**config.mk**
```make
export PLATFORM = sky130hd
export DESIGN_NAME = ro_demux_rx
export DESIGN_NICKNAME = d
export VERILOG_FILES = /design/src/rtl/ro_pkg.sv /design/src/rtl/ro_evt_fifo.sv /design/src/rtl/ro_demux_rx.sv
export SDC_FILE = /design/constraint.sdc
export NUM_CORES = 1
export LEC_CHECK = 0
export ABC_AREA = 1
export CAP_MARGIN = 25
export CORE_ASPECT_RATIO = 1.1
export CORE_UTILIZATION = 40
export CTS_CLUSTER_SIZE = 30
export DETAILED_ROUTE_END_ITERATION = 6
export DONT_BUFFER_PORTS = 1
export HOLD_SLACK_MARGIN = 0.1
export SLEW_MARGIN = 10
export SYNTH_ARGS = -nofsm -noshare
export SYNTH_HDL_FRONTEND = slang
export SYNTH_SLANG_ARGS = --single-unit
```
**constraint.sdc**
```tcl
create_clock -name clk_master -period 16.2 [get_ports clk_master]
set_clock_uncertainty 0.2 [all_clocks]
set_input_delay 1.62 -clock clk_master [delete_from_list [all_inputs] [get_ports clk_master]]
set_output_delay 1.62 -clock clk_master [all_outputs]
set_load 0.03 [all_outputs]
```
**src/rtl/ro_pkg.sv**
```systemverilog
// Shared definitions for the readout mux receive path: default sizes, event record, slot decode.
package ro_pkg;

  localparam int N_CH  = 8;
  localparam int CNT_W = 19;
  localparam int CH_W  = (N_CH > 1) ? $clog2(N_CH) : 1;

  typedef struct packed {
    logic [CH_W-1:0]  ch;
    logic             pol;
    logic [CNT_W-1:0] ts;
  } ro_evt_t;

  // Number of consecutive ones from the LSB: the gray bit that toggles on s -> s+1.
  function automatic int ro_trailing_ones(input logic [31:0] s);
    int   n;
    logic run;
    n   = 0;
    run = 1'b1;
    for (int i = 0; i < 32; i++) begin
      if (run && s[i]) n++;
      else run = 1'b0;
    end
    return n;
  endfunction

endpackage

```
**src/rtl/ro_evt_fifo.sv**
```systemverilog
// First-word-fall-through FIFO for event records; push is accepted when full only if a pop happens.
module ro_evt_fifo #(
  parameter int WIDTH = 24,
  parameter int DEPTH = 16
) (
  input  logic             clk,
  input  logic             srst,
  input  logic             push,
  input  logic [WIDTH-1:0] din,
  input  logic             pop,
  output logic [WIDTH-1:0] dout,
  output logic             full,
  output logic             empty
);

  localparam int AW = $clog2(DEPTH);

  logic [WIDTH-1:0] mem [DEPTH];
  logic [AW-1:0]    wr_ptr_reg, rd_ptr_reg;
  logic [AW:0]      count_reg;
  logic             do_push, do_pop;

  assign empty   = (count_reg == '0);
  assign full    = (count_reg == (AW+1)'(DEPTH));
  assign do_pop  = pop && !empty;
  assign do_push = push && (!full || do_pop);
  assign dout    = mem[rd_ptr_reg];

  always_ff @(posedge clk) begin
    if (do_push) mem[wr_ptr_reg] <= din;
  end

  always_ff @(posedge clk) begin
    if (srst) begin
      wr_ptr_reg <= '0;
      rd_ptr_reg <= '0;
      count_reg  <= '0;
    end else begin
      if (do_push) wr_ptr_reg <= wr_ptr_reg + 1'b1;
      if (do_pop)  rd_ptr_reg <= rd_ptr_reg + 1'b1;
      count_reg <= count_reg + (AW+1)'(do_push) - (AW+1)'(do_pop);
    end
  end

endmodule

```
**src/rtl/ro_demux_rx.sv**
```systemverilog
// Readout mux receiver: local slot counter, tag delay line, per-channel demux, event FIFO.
// Optional macro RO_DEMUX_DROPCNT_EN adds a saturating drop_cnt[7:0] output.
module ro_demux_rx
  import ro_pkg::ro_trailing_ones;
#(
  parameter int  N_CH       = ro_pkg::N_CH,
  parameter int  CNT_W      = ro_pkg::CNT_W,
  parameter int  PIPE_LAT   = 1,
  parameter int  FIFO_DEPTH = 16,
  localparam int CH_W       = (N_CH > 1) ? $clog2(N_CH) : 1
) (
  input  logic             clk_master,
  input  logic             reset,
  input  logic             sync_in,
  input  logic             in_mux_eve,
  input  logic             in_mux_pol_eve,
  output logic             ev_valid,
  input  logic             ev_ready,
  output logic [CH_W-1:0]  ev_ch,
  output logic             ev_pol,
  output logic [CNT_W-1:0] ev_ts,
  output logic [N_CH-1:0]  ch_eve,
  output logic [N_CH-1:0]  ch_pol,
  output logic             armed,
  output logic             overflow,
`ifdef RO_DEMUX_DROPCNT_EN
  output logic [7:0]       drop_cnt,
`endif
  input  logic             ovf_clr
);

  typedef struct packed {
    logic             vld;
    logic [CH_W-1:0]  ch;
    logic [CNT_W-1:0] ts;
  } tag_t;

  typedef struct packed {
    logic [CH_W-1:0]  ch;
    logic             pol;
    logic [CNT_W-1:0] ts;
  } evt_t;

  logic [CNT_W-1:0] cnt_reg;
  logic             armed_reg;
  logic             overflow_reg;
  int               tone;
  tag_t             tag_now, tag_smp;
  logic             smp_vld, push_req, pop, drop;
  logic             fifo_full, fifo_empty;
  evt_t             push_rec, head;

  always_ff @(posedge clk_master) begin
    if (reset) begin
      cnt_reg   <= '0;
      armed_reg <= 1'b0;
    end else if (sync_in) begin
      cnt_reg   <= '0;
      armed_reg <= 1'b1;
    end else if (armed_reg) begin
      cnt_reg <= cnt_reg + 1'b1;
    end
  end

  // Slots whose toggling gray bit is beyond the channel range carry nothing.
  always_comb begin
    tone        = ro_trailing_ones(32'(cnt_reg));
    tag_now.vld = armed_reg && !sync_in && (tone < N_CH);
    tag_now.ch  = CH_W'(tone);
    tag_now.ts  = cnt_reg;
  end

  generate
    if (PIPE_LAT == 0) begin : g_nodly
      assign tag_smp = tag_now;
    end else begin : g_dly
      tag_t dly_reg [PIPE_LAT];
      always_ff @(posedge clk_master) begin
        if (reset || sync_in) begin
          for (int i = 0; i < PIPE_LAT; i++) dly_reg[i] <= '0;
        end else begin
          dly_reg[0] <= tag_now;
          for (int i = 1; i < PIPE_LAT; i++) dly_reg[i] <= dly_reg[i-1];
        end
      end
      assign tag_smp = dly_reg[PIPE_LAT-1];
    end
  endgenerate

  // A realignment cycle discards whatever tag is emerging at that moment.
  assign smp_vld  = tag_smp.vld && armed_reg && !sync_in;
  assign push_req = smp_vld && in_mux_eve;

  genvar gi;
  generate
    for (gi = 0; gi < N_CH; gi++) begin : g_ch
      logic eve_reg, pol_reg;
      always_ff @(posedge clk_master) begin
        if (reset) begin
          eve_reg <= 1'b0;
          pol_reg <= 1'b0;
        end else if (smp_vld && (tag_smp.ch == CH_W'(gi))) begin
          eve_reg <= in_mux_eve;
          pol_reg <= in_mux_pol_eve;
        end
      end
      assign ch_eve[gi] = eve_reg;
      assign ch_pol[gi] = pol_reg;
    end
  endgenerate

  assign push_rec.ch  = tag_smp.ch;
  assign push_rec.pol = in_mux_pol_eve;
  assign push_rec.ts  = tag_smp.ts;

  ro_evt_fifo #(
    .WIDTH ($bits(evt_t)),
    .DEPTH (FIFO_DEPTH)
  ) u_fifo (
    .clk   (clk_master),
    .srst  (reset),
    .push  (push_req),
    .din   (push_rec),
    .pop   (pop),
    .dout  (head),
    .full  (fifo_full),
    .empty (fifo_empty)
  );

  assign ev_valid = !fifo_empty;
  assign pop      = ev_valid && ev_ready;
  assign drop     = push_req && fifo_full && !pop;
  assign ev_ch    = ev_valid ? head.ch  : '0;
  assign ev_pol   = ev_valid ? head.pol : 1'b0;
  assign ev_ts    = ev_valid ? head.ts  : '0;
  assign armed    = armed_reg;
  assign overflow = overflow_reg;

  // A drop in the same cycle as a clear leaves the flag set.
  always_ff @(posedge clk_master) begin
    if (reset)        overflow_reg <= 1'b0;
    else if (drop)    overflow_reg <= 1'b1;
    else if (ovf_clr) overflow_reg <= 1'b0;
  end

`ifdef RO_DEMUX_DROPCNT_EN
  logic [7:0] drop_cnt_reg;
  always_ff @(posedge clk_master) begin
    if (reset)                               drop_cnt_reg <= '0;
    else if (ovf_clr)                        drop_cnt_reg <= drop ? 8'd1 : 8'd0;
    else if (drop && (drop_cnt_reg != 8'hff)) drop_cnt_reg <= drop_cnt_reg + 8'd1;
  end
  assign drop_cnt = drop_cnt_reg;
`endif

endmodule

```
==> results of run 1 <==
logic make-up after synthesis:
group	Yosys count
buffers and inverters	282
adders and majority gates	30
AOI/OAI and AO/OA	396
and+or+nand+nor	810
xor gates and xnor gates	1
DFF	445
area by class of cell:
class | count | area, um2
Fill cell | 4573 | 27100
Clock buffer | 61 | 1220
Timing Repair Buffer | 25 | 330
Multi-Input combinational cell | 1237 | 6510
Tap cell | 652 | 816
Sequential cell | 445 | 12600
Inverter | 179 | 674
Clock inverter | 21 | 143
cells in the mapped netlist, drive strengths merged:
cell type,count,area [um2]
nor2,410,1620
edfxtp,368,11100
o21ai,237,1190
nand2,222,1040
inv,175,657
nand3,120,706
clkbuf,79,297
dfxtp,77,1540
o221ai,68,596
a21oi,56,288
ha,29,363
o22ai,27,169
buf,24,155
nor3,22,115
nand3b,13,101
nand4,11,68.8
or2,10,62.6
clkinv,4,15.0
a211oi,3,22.5
a31oi,2,12.5
a2111oi,1,8.76
a32oi,1,8.76
fa,1,20.0
nor3b,1,7.51
nor4,1,6.26
o22a,1,10.0
xor2,1,8.76
metal layers:
metal  GRT usage [%]  routed length, um  vias up
met1            23.9              20500     6804
met4            5.59               1120        0
li1                -                  -     6790
met5               0                  0        -
met3            2.48               2540       85
met2            34.2              24500      347
tightest hold or removal path, stage by stage (launching register included):
cell and delay, ps:
dfxtp_1 300, inv_1 50, a21oi_1 70
metrics by stage:
stage                     power (mW)  hold WS [ps]
final                           2.73           273
after global placement          1.78           254
after floorplan                 1.66           231
after global routing            2.84           290
after detailed placement        1.79           263
after CTS                       2.75           274
worst min-delay path by stage:
stage                                      start                           endpoint  slack, ps  cells after the start
6_report       u_fifo.rd_ptr_reg[3]$_SDFFE_PP0P_  u_fifo.rd_ptr_reg[3]$_SDFFE_PP0P_        270                      2
3_5_place_dp   u_fifo.rd_ptr_reg[3]$_SDFFE_PP0P_  u_fifo.rd_ptr_reg[3]$_SDFFE_PP0P_        260                      2
5_1_grt        u_fifo.rd_ptr_reg[3]$_SDFFE_PP0P_  u_fifo.rd_ptr_reg[3]$_SDFFE_PP0P_        290                      2
3_3_place_gp   u_fifo.rd_ptr_reg[3]$_SDFFE_PP0P_  u_fifo.rd_ptr_reg[3]$_SDFFE_PP0P_        250                      2
2_1_floorplan            cnt_reg[8]$_SDFFE_PP0P_     g_dly.dly_reg[0][8]$_SDFF_PP0_        230                      2
4_1_cts        u_fifo.rd_ptr_reg[3]$_SDFFE_PP0P_  u_fifo.rd_ptr_reg[3]$_SDFFE_PP0P_        270                      2
power by group through the flow:
stage,sequential [mW],clock [mW],combinational [mW]
after CTS,1.27,0.977,0.500
final,1.27,0.962,0.498
after global placement,1.29,0,0.489
after global routing,1.27,1.02,0.552
after floorplan,1.26,0,0.396
after detailed placement,1.29,0,0.499
==> summary.md, run 1 <==
| Metric | Value |
|---|---|
| Largest family of logic cells by synthesized area | simple AND/OR/NAND/NOR gates |
| Setup TNS | 0 ps |
| Initial Util | between 40% and 50% |
| Largest delay share family, worst path | adder cells |
| Register area share after synthesis | between 60% and 70% |
| Post-cts gate resize count | 0 |
| Post-layout min period | between 10000 and 15000 ps |
| Final GP Congestion | between 0.8 and 0.9 |
| Crit path from | cnt_reg[0]$_SDFFE_PP0P_ |
| Post-Route WL | roughly 50 mm |
| Nature of the critical path startpoint | flop |
| First DRT Iteration DRCs | ~1.1k |
| CP Capture Type | flop |
| Final setup fails | 0 |
| CP Depth | 63 |
| Std cell rows | 85 |
| Switching power | between 800 and 900 uW |
| Final worst setup slack | about 5600 ps |
| Total CTS buffers | 44 |
| Reg power frac | a little under half |
| Wire per inst | roughly 19 um |
| Post-synthesis xor/xnor area fraction | 0.0435% |
| Remaining DRCs | 0 |
| Via/cell ratio | roughly 5.4 |
| Area after DPL | 20900 um2 |
| Remaining antenna violation count | 0 |
| Outcome | finished clean |
| Synth Area in Simple Gates | 18.5% |
| Final-report hold violation count | 0 |
| R2R Path End | g_dly.dly_reg[0][22]$_SDFF_PP0_ |
| Post-CTS Setup Bufs | 0 |
| Max-slew headroom | roughly a third |
| Achievable frequency | 94.6 MHz |
| Compound-Gate Fraction of Synth Area | between 10% and 20% |
| Worst Tran Pin Value | 1000 ps |
| Synth warnings | 0 |
| CP bufs+invs | 7 |
| Reg clk slew, reported paths | ~60 ps |
| MaxCap Viol Count | 0 |
| Initial antenna violation count | 1 |
| DR pass1 iterations | 5 |
| Number of global-route vias before repair | 13.7k |
| Crit Path Class | reg -> reg |
| Final non-filler cell total | ~2.6k |
| Core region area | 49300 um2 |
| Reg2Reg Depth | 63 |
| Syn_nets | around 2k |
| Port Buffers | 0 |
| Vias post-DR | 14.0k |
| Clock sink count | ~450 |
| Tcrit/Tclk final | 65.2% |
| Power share of the clock group | about a third |
| VDD IR max | 0.0730 mV |
| Die width | 216 um |
| Mapped Cells | 1964 |
| RSZ-0062 raised after global routing | false |
| Most frequent CP cell | nand2_1 |
| DP Wirelength | 29.3 mm |
| DIE HEIGHT | 237 um |
| Worst-Skew Late Latency | 550 ps |
| Max FFs per register | roughly 370 |
| R2r startpoint | cnt_reg[0]$_SDFFE_PP0P_ |
| Place WS | around 5700 ps |
| IO Pins | 49 |
| Pwr per Cell Area | ~120 nW/um2 |
| # nets final | slightly below 2k |
| Clk root buf | clkbuf_16 |
| Slowest cell on the critical path | dfxtp_1 |
| Commonest non-fill, non-tap cells in the layout | nor2_1 (375), edfxtp_1 (368), o21ai_0 (230), nand2_1 (161), inv_1 (158) |
| Slew Viols, Final | 0 |
| Worst Setup EP | g_dly.dly_reg[0][22]$_SDFF_PP0_ |
| CTS tree | built |
| Register bit count reported by yosys | roughly 450 |
| CTS Hold Buffers Added | 0 |
| CP Data Arrival Time | ~11000 ps |
| CTS H-tree depth | 2 |
| Antenna Cells | 0 |
| Static Leak | about 7.9 nW |
| Share of layout cells above drive strength 1 | between 10% and 20% |
| Mux share of post-synthesis cell area | 0% |
| Req. time, crit path | between 15000 and 20000 ps |
| Pint | ~1.9 mW |
| Utilization after layout | 45.2% |
| First-pass GRT wire length | 76.3 mm |
| Avg Inst Size Synth | between 10 and 15 um2 |
| Synthesized-area fraction occupied by adder cells | between 1.5 and 2% |
| Total grt overflow | 0 |
| Logic pwr share | between 10% and 20% |
| Commonest non-fill, non-tap cell in the layout | nor2_1 |
| Die area | ~51000 um2 |
| Placed cells | approximately 2.5k |
| Final Cell Area | between 20000 and 25000 um2 |
| CTS Buffer Depth | 3 |
| Net Sw Frac | 30.2% |
| Pin count of the biggest net entering global routing | 98 |
| Synth cell types | 43 |
| Syn Std Cell Area | a little over 20000 um2 |
| Flop-to-flop setup slack | ~5600 ps |
| Crit path max fanout | 9 |
| Min-delay worst type | reg -> reg |
| Area Overhead vs Synth | 10.6% |
| All-Layer GR Usage | roughly a fifth |
| CP max stage delay | 470 ps |
(Power assumes the default switching activity.)
==> run 2, diff against run 1 <==
==> constraint.sdc (replaced) <==
create_clock -name clk_master -period 9.9 [get_ports clk_master]
set_clock_uncertainty 0.2 [all_clocks]
set_input_delay 0.99 -clock clk_master [delete_from_list [all_inputs] [get_ports clk_master]]
set_output_delay 0.99 -clock clk_master [all_outputs]
set_load 0.03 [all_outputs]
==> summary.md, run 2 (synthesized netlist as in run 1, its figures left out) <==
| Metric | Value |
|---|---|
| Share of layout cells above drive strength 1 | 14.7% (+2.7 points) |
| Port Buffers | 0 (unchanged) |
| Reg clk slew, reported paths | 60 ps (about the same) |
| Clock sink count | 445 (unchanged) |
| Number of global-route vias before repair | 13.7k (+0.058%) |
| Area Overhead vs Synth | 13.1% |
| Outcome | finished clean |
| CTS H-tree depth | 2 (unchanged) |
| Vias post-DR | 14.1k (+0.57%) |
| Setup TNS | 0 ps (unchanged) |
| Crit path max fanout | 5 (-4) |
| Final non-filler cell total | 2639 (+0.73%) |
| Post-layout min period | 9370 ps (-1200 ps) |
| Std cell rows | 85 (unchanged) |
| Static Leak | 7.91 nW (-0.27%) |
| Total CTS buffers | 44 (unchanged) |
| Worst-Skew Late Latency | 550 ps (about the same) |
| Most frequent CP cell | nand2_2 |
| Crit Path Class | reg -> reg |
| CP max stage delay | 370 ps (-100 ps) |
| First-pass GRT wire length | 76.1 mm (-0.26%) |
| DIE HEIGHT | 237 um (unchanged) |
| DR pass1 iterations | 5 (unchanged) |
| MaxCap Viol Count | 0 (unchanged) |
| Core region area | 49300 um2 (unchanged) |
| Worst Tran Pin Value | 915 ps (-85.6 ps) |
| Tcrit/Tclk final | 94.6% (+29 points) |
| Initial antenna violation count | 1 (unchanged) |
| Max FFs per register | 368 (unchanged) |
| Via/cell ratio | 5.35 (-0.15%) |
| Achievable frequency | 107 MHz (+13%) |
| Final-report hold violation count | 0 (unchanged) |
| Final setup fails | 0 (unchanged) |
| Slew Viols, Final | 0 (unchanged) |
| Largest delay share family, worst path | adder cells |
| IO Pins | 49 (unchanged) |
| Total grt overflow | 0 (unchanged) |
| CP bufs+invs | 8 (+1) |
| Final Hold Slack | 268 ps (-4.98 ps) |
| Fillers | 4547 (-0.57%) |
| DP Wirelength | 29.2 mm (-0.36%) |
| Die width | 216 um (unchanged) |
| Remaining antenna violation count | 0 (unchanged) |
| # nets final | 1987 (+0.91%) |
| Pin count of the biggest net entering global routing | 107 (+9.2%) |
| CTS Buffer Depth | 3 (unchanged) |
| CTS Hold Buffers Added | 0 (unchanged) |
| Placed cells | 2550 (+0.47%) |
| Req. time, crit path | 10180 ps (-6310 ps) |
| Pwr per Cell Area | 202 nW/um2 (+65%) |
| Max-slew headroom | 38.9% (+5.6 points) |
| Min-delay worst type | reg -> reg |
| CTS tree | built |
| CP Capture Type | flop |
| Post-Route WL | 48.9 mm (+0.52%) |
| Utilization after layout | 46.2% (+0.98 points) |
| Nature of the critical path startpoint | flop |
| Final GP Congestion | 0.862 (+6.8%) |
| Die area | 51300 um2 (unchanged) |
| Remaining DRCs | 0 (unchanged) |
| Commonest non-fill, non-tap cell in the layout | nor2_1 |
| Wire per inst | 18.5 um (-0.21%) |
| Commonest non-fill, non-tap cells in the layout | nor2_1 (373), edfxtp_1 (368), o21ai_0 (229), inv_1 (157), nand2_1 (148) |
| VDD IR max | 0.122 mV (+68%) |
| First DRT Iteration DRCs | 1047 (-1.0%) |
| All-Layer GR Usage | 18.9% (-0.18 points) |
| Initial Util | 40.8% (unchanged) |
| Clk root buf | clkbuf_16 |
| Slowest cell on the critical path | dfxtp_4 |
| CP Data Arrival Time | 9650 ps (-1200 ps) |
run 2: cell types whose count changed in the layout (fill, tap and decap cells not counted), moves of 4 or more:
cell,before,now
clkbuf_1,13,4
nand2_1,161,148
nand3_1,99,94
nand3_2,21,25
ha_4,0,8
nand2_2,50,61
bufinv_16,1,7
ha_1,29,20
buf_4,16,33
clkinv_1,11,17
run 2: layout make-up:
| type | count | area (um2) | share of cell area (%) |
|---|---|---|---|
| well taps | 652 | 816 | 3.58 |
| repair buffers | 43 | 478 | 2.10 |
| flip-flops and latches | 445 | 12600 | 55.4 |
| inverters | 179 | 674 | 2.96 |
| clock inverters | 31 | 325 | 1.43 |
| diodes | 1 | 2.50 | 0.0110 |
| clock buffers | 51 | 1170 | 5.13 |
| multi-input cells | 1237 | 6710 | 29.4 |
run 2: worst paths after layout:
kind | from | endpoint | slack (ps) | cells past startpoint
worst max register to register | cnt_reg[1]$_SDFFE_PP0P_ | g_dly.dly_reg[0][22]$_SDFF_PP0_ | 530 | 64
worst min register to register | u_fifo.rd_ptr_reg[3]$_SDFFE_PP0P_ | u_fifo.rd_ptr_reg[3]$_SDFFE_PP0P_ | 270 | 2
worst max-delay path | cnt_reg[1]$_SDFFE_PP0P_ | g_dly.dly_reg[0][22]$_SDFF_PP0_ | 530 | 64
worst min-delay path | u_fifo.rd_ptr_reg[3]$_SDFFE_PP0P_ | u_fifo.rd_ptr_reg[3]$_SDFFE_PP0P_ | 270 | 2
run 2: worst reg2reg max path, delay by kind of cell, from the launching register on:
family | cells | cell delay (ps)
adders and majority gates | 16 | 4070
AOI/OAI and AO/OA | 3 | 270
DFF | 1 | 370
and+or+nand+nor | 37 | 3950
buffers and inverters | 8 | 470
run 2: stage by stage:
stage	total power [mW]	instance area [um2]	setup WS, ps
floorplan	2.71	20100	225
global placement	2.91	20800	116
detailed placement	2.94	21000	-188
CTS	4.64	22600	9.42
global route	4.80	22800	-40.6
finish	4.61	22800	531
run 2: timing repair:
item                                    CTS  global route
pin swaps                                 2            11
setup buffers                             2             3
endpoints found under the setup margin    1             3
resized for setup                        12            31
run 2: metal layers:
metal  GRT usage, %  part of all wire [%]  vias up
met1           24.1                    43     6831
met3           2.60                   5.1      103
met5              0                     0        -
met4           5.89                   2.6        0
met2           33.2                    50      361
li1               -                     -     6811
run 2: power breakdown:
part           switching (mW)  internal (mW)
Combinational           0.631          0.208
Clock                   0.683           1.03
Sequential             0.0417           2.02
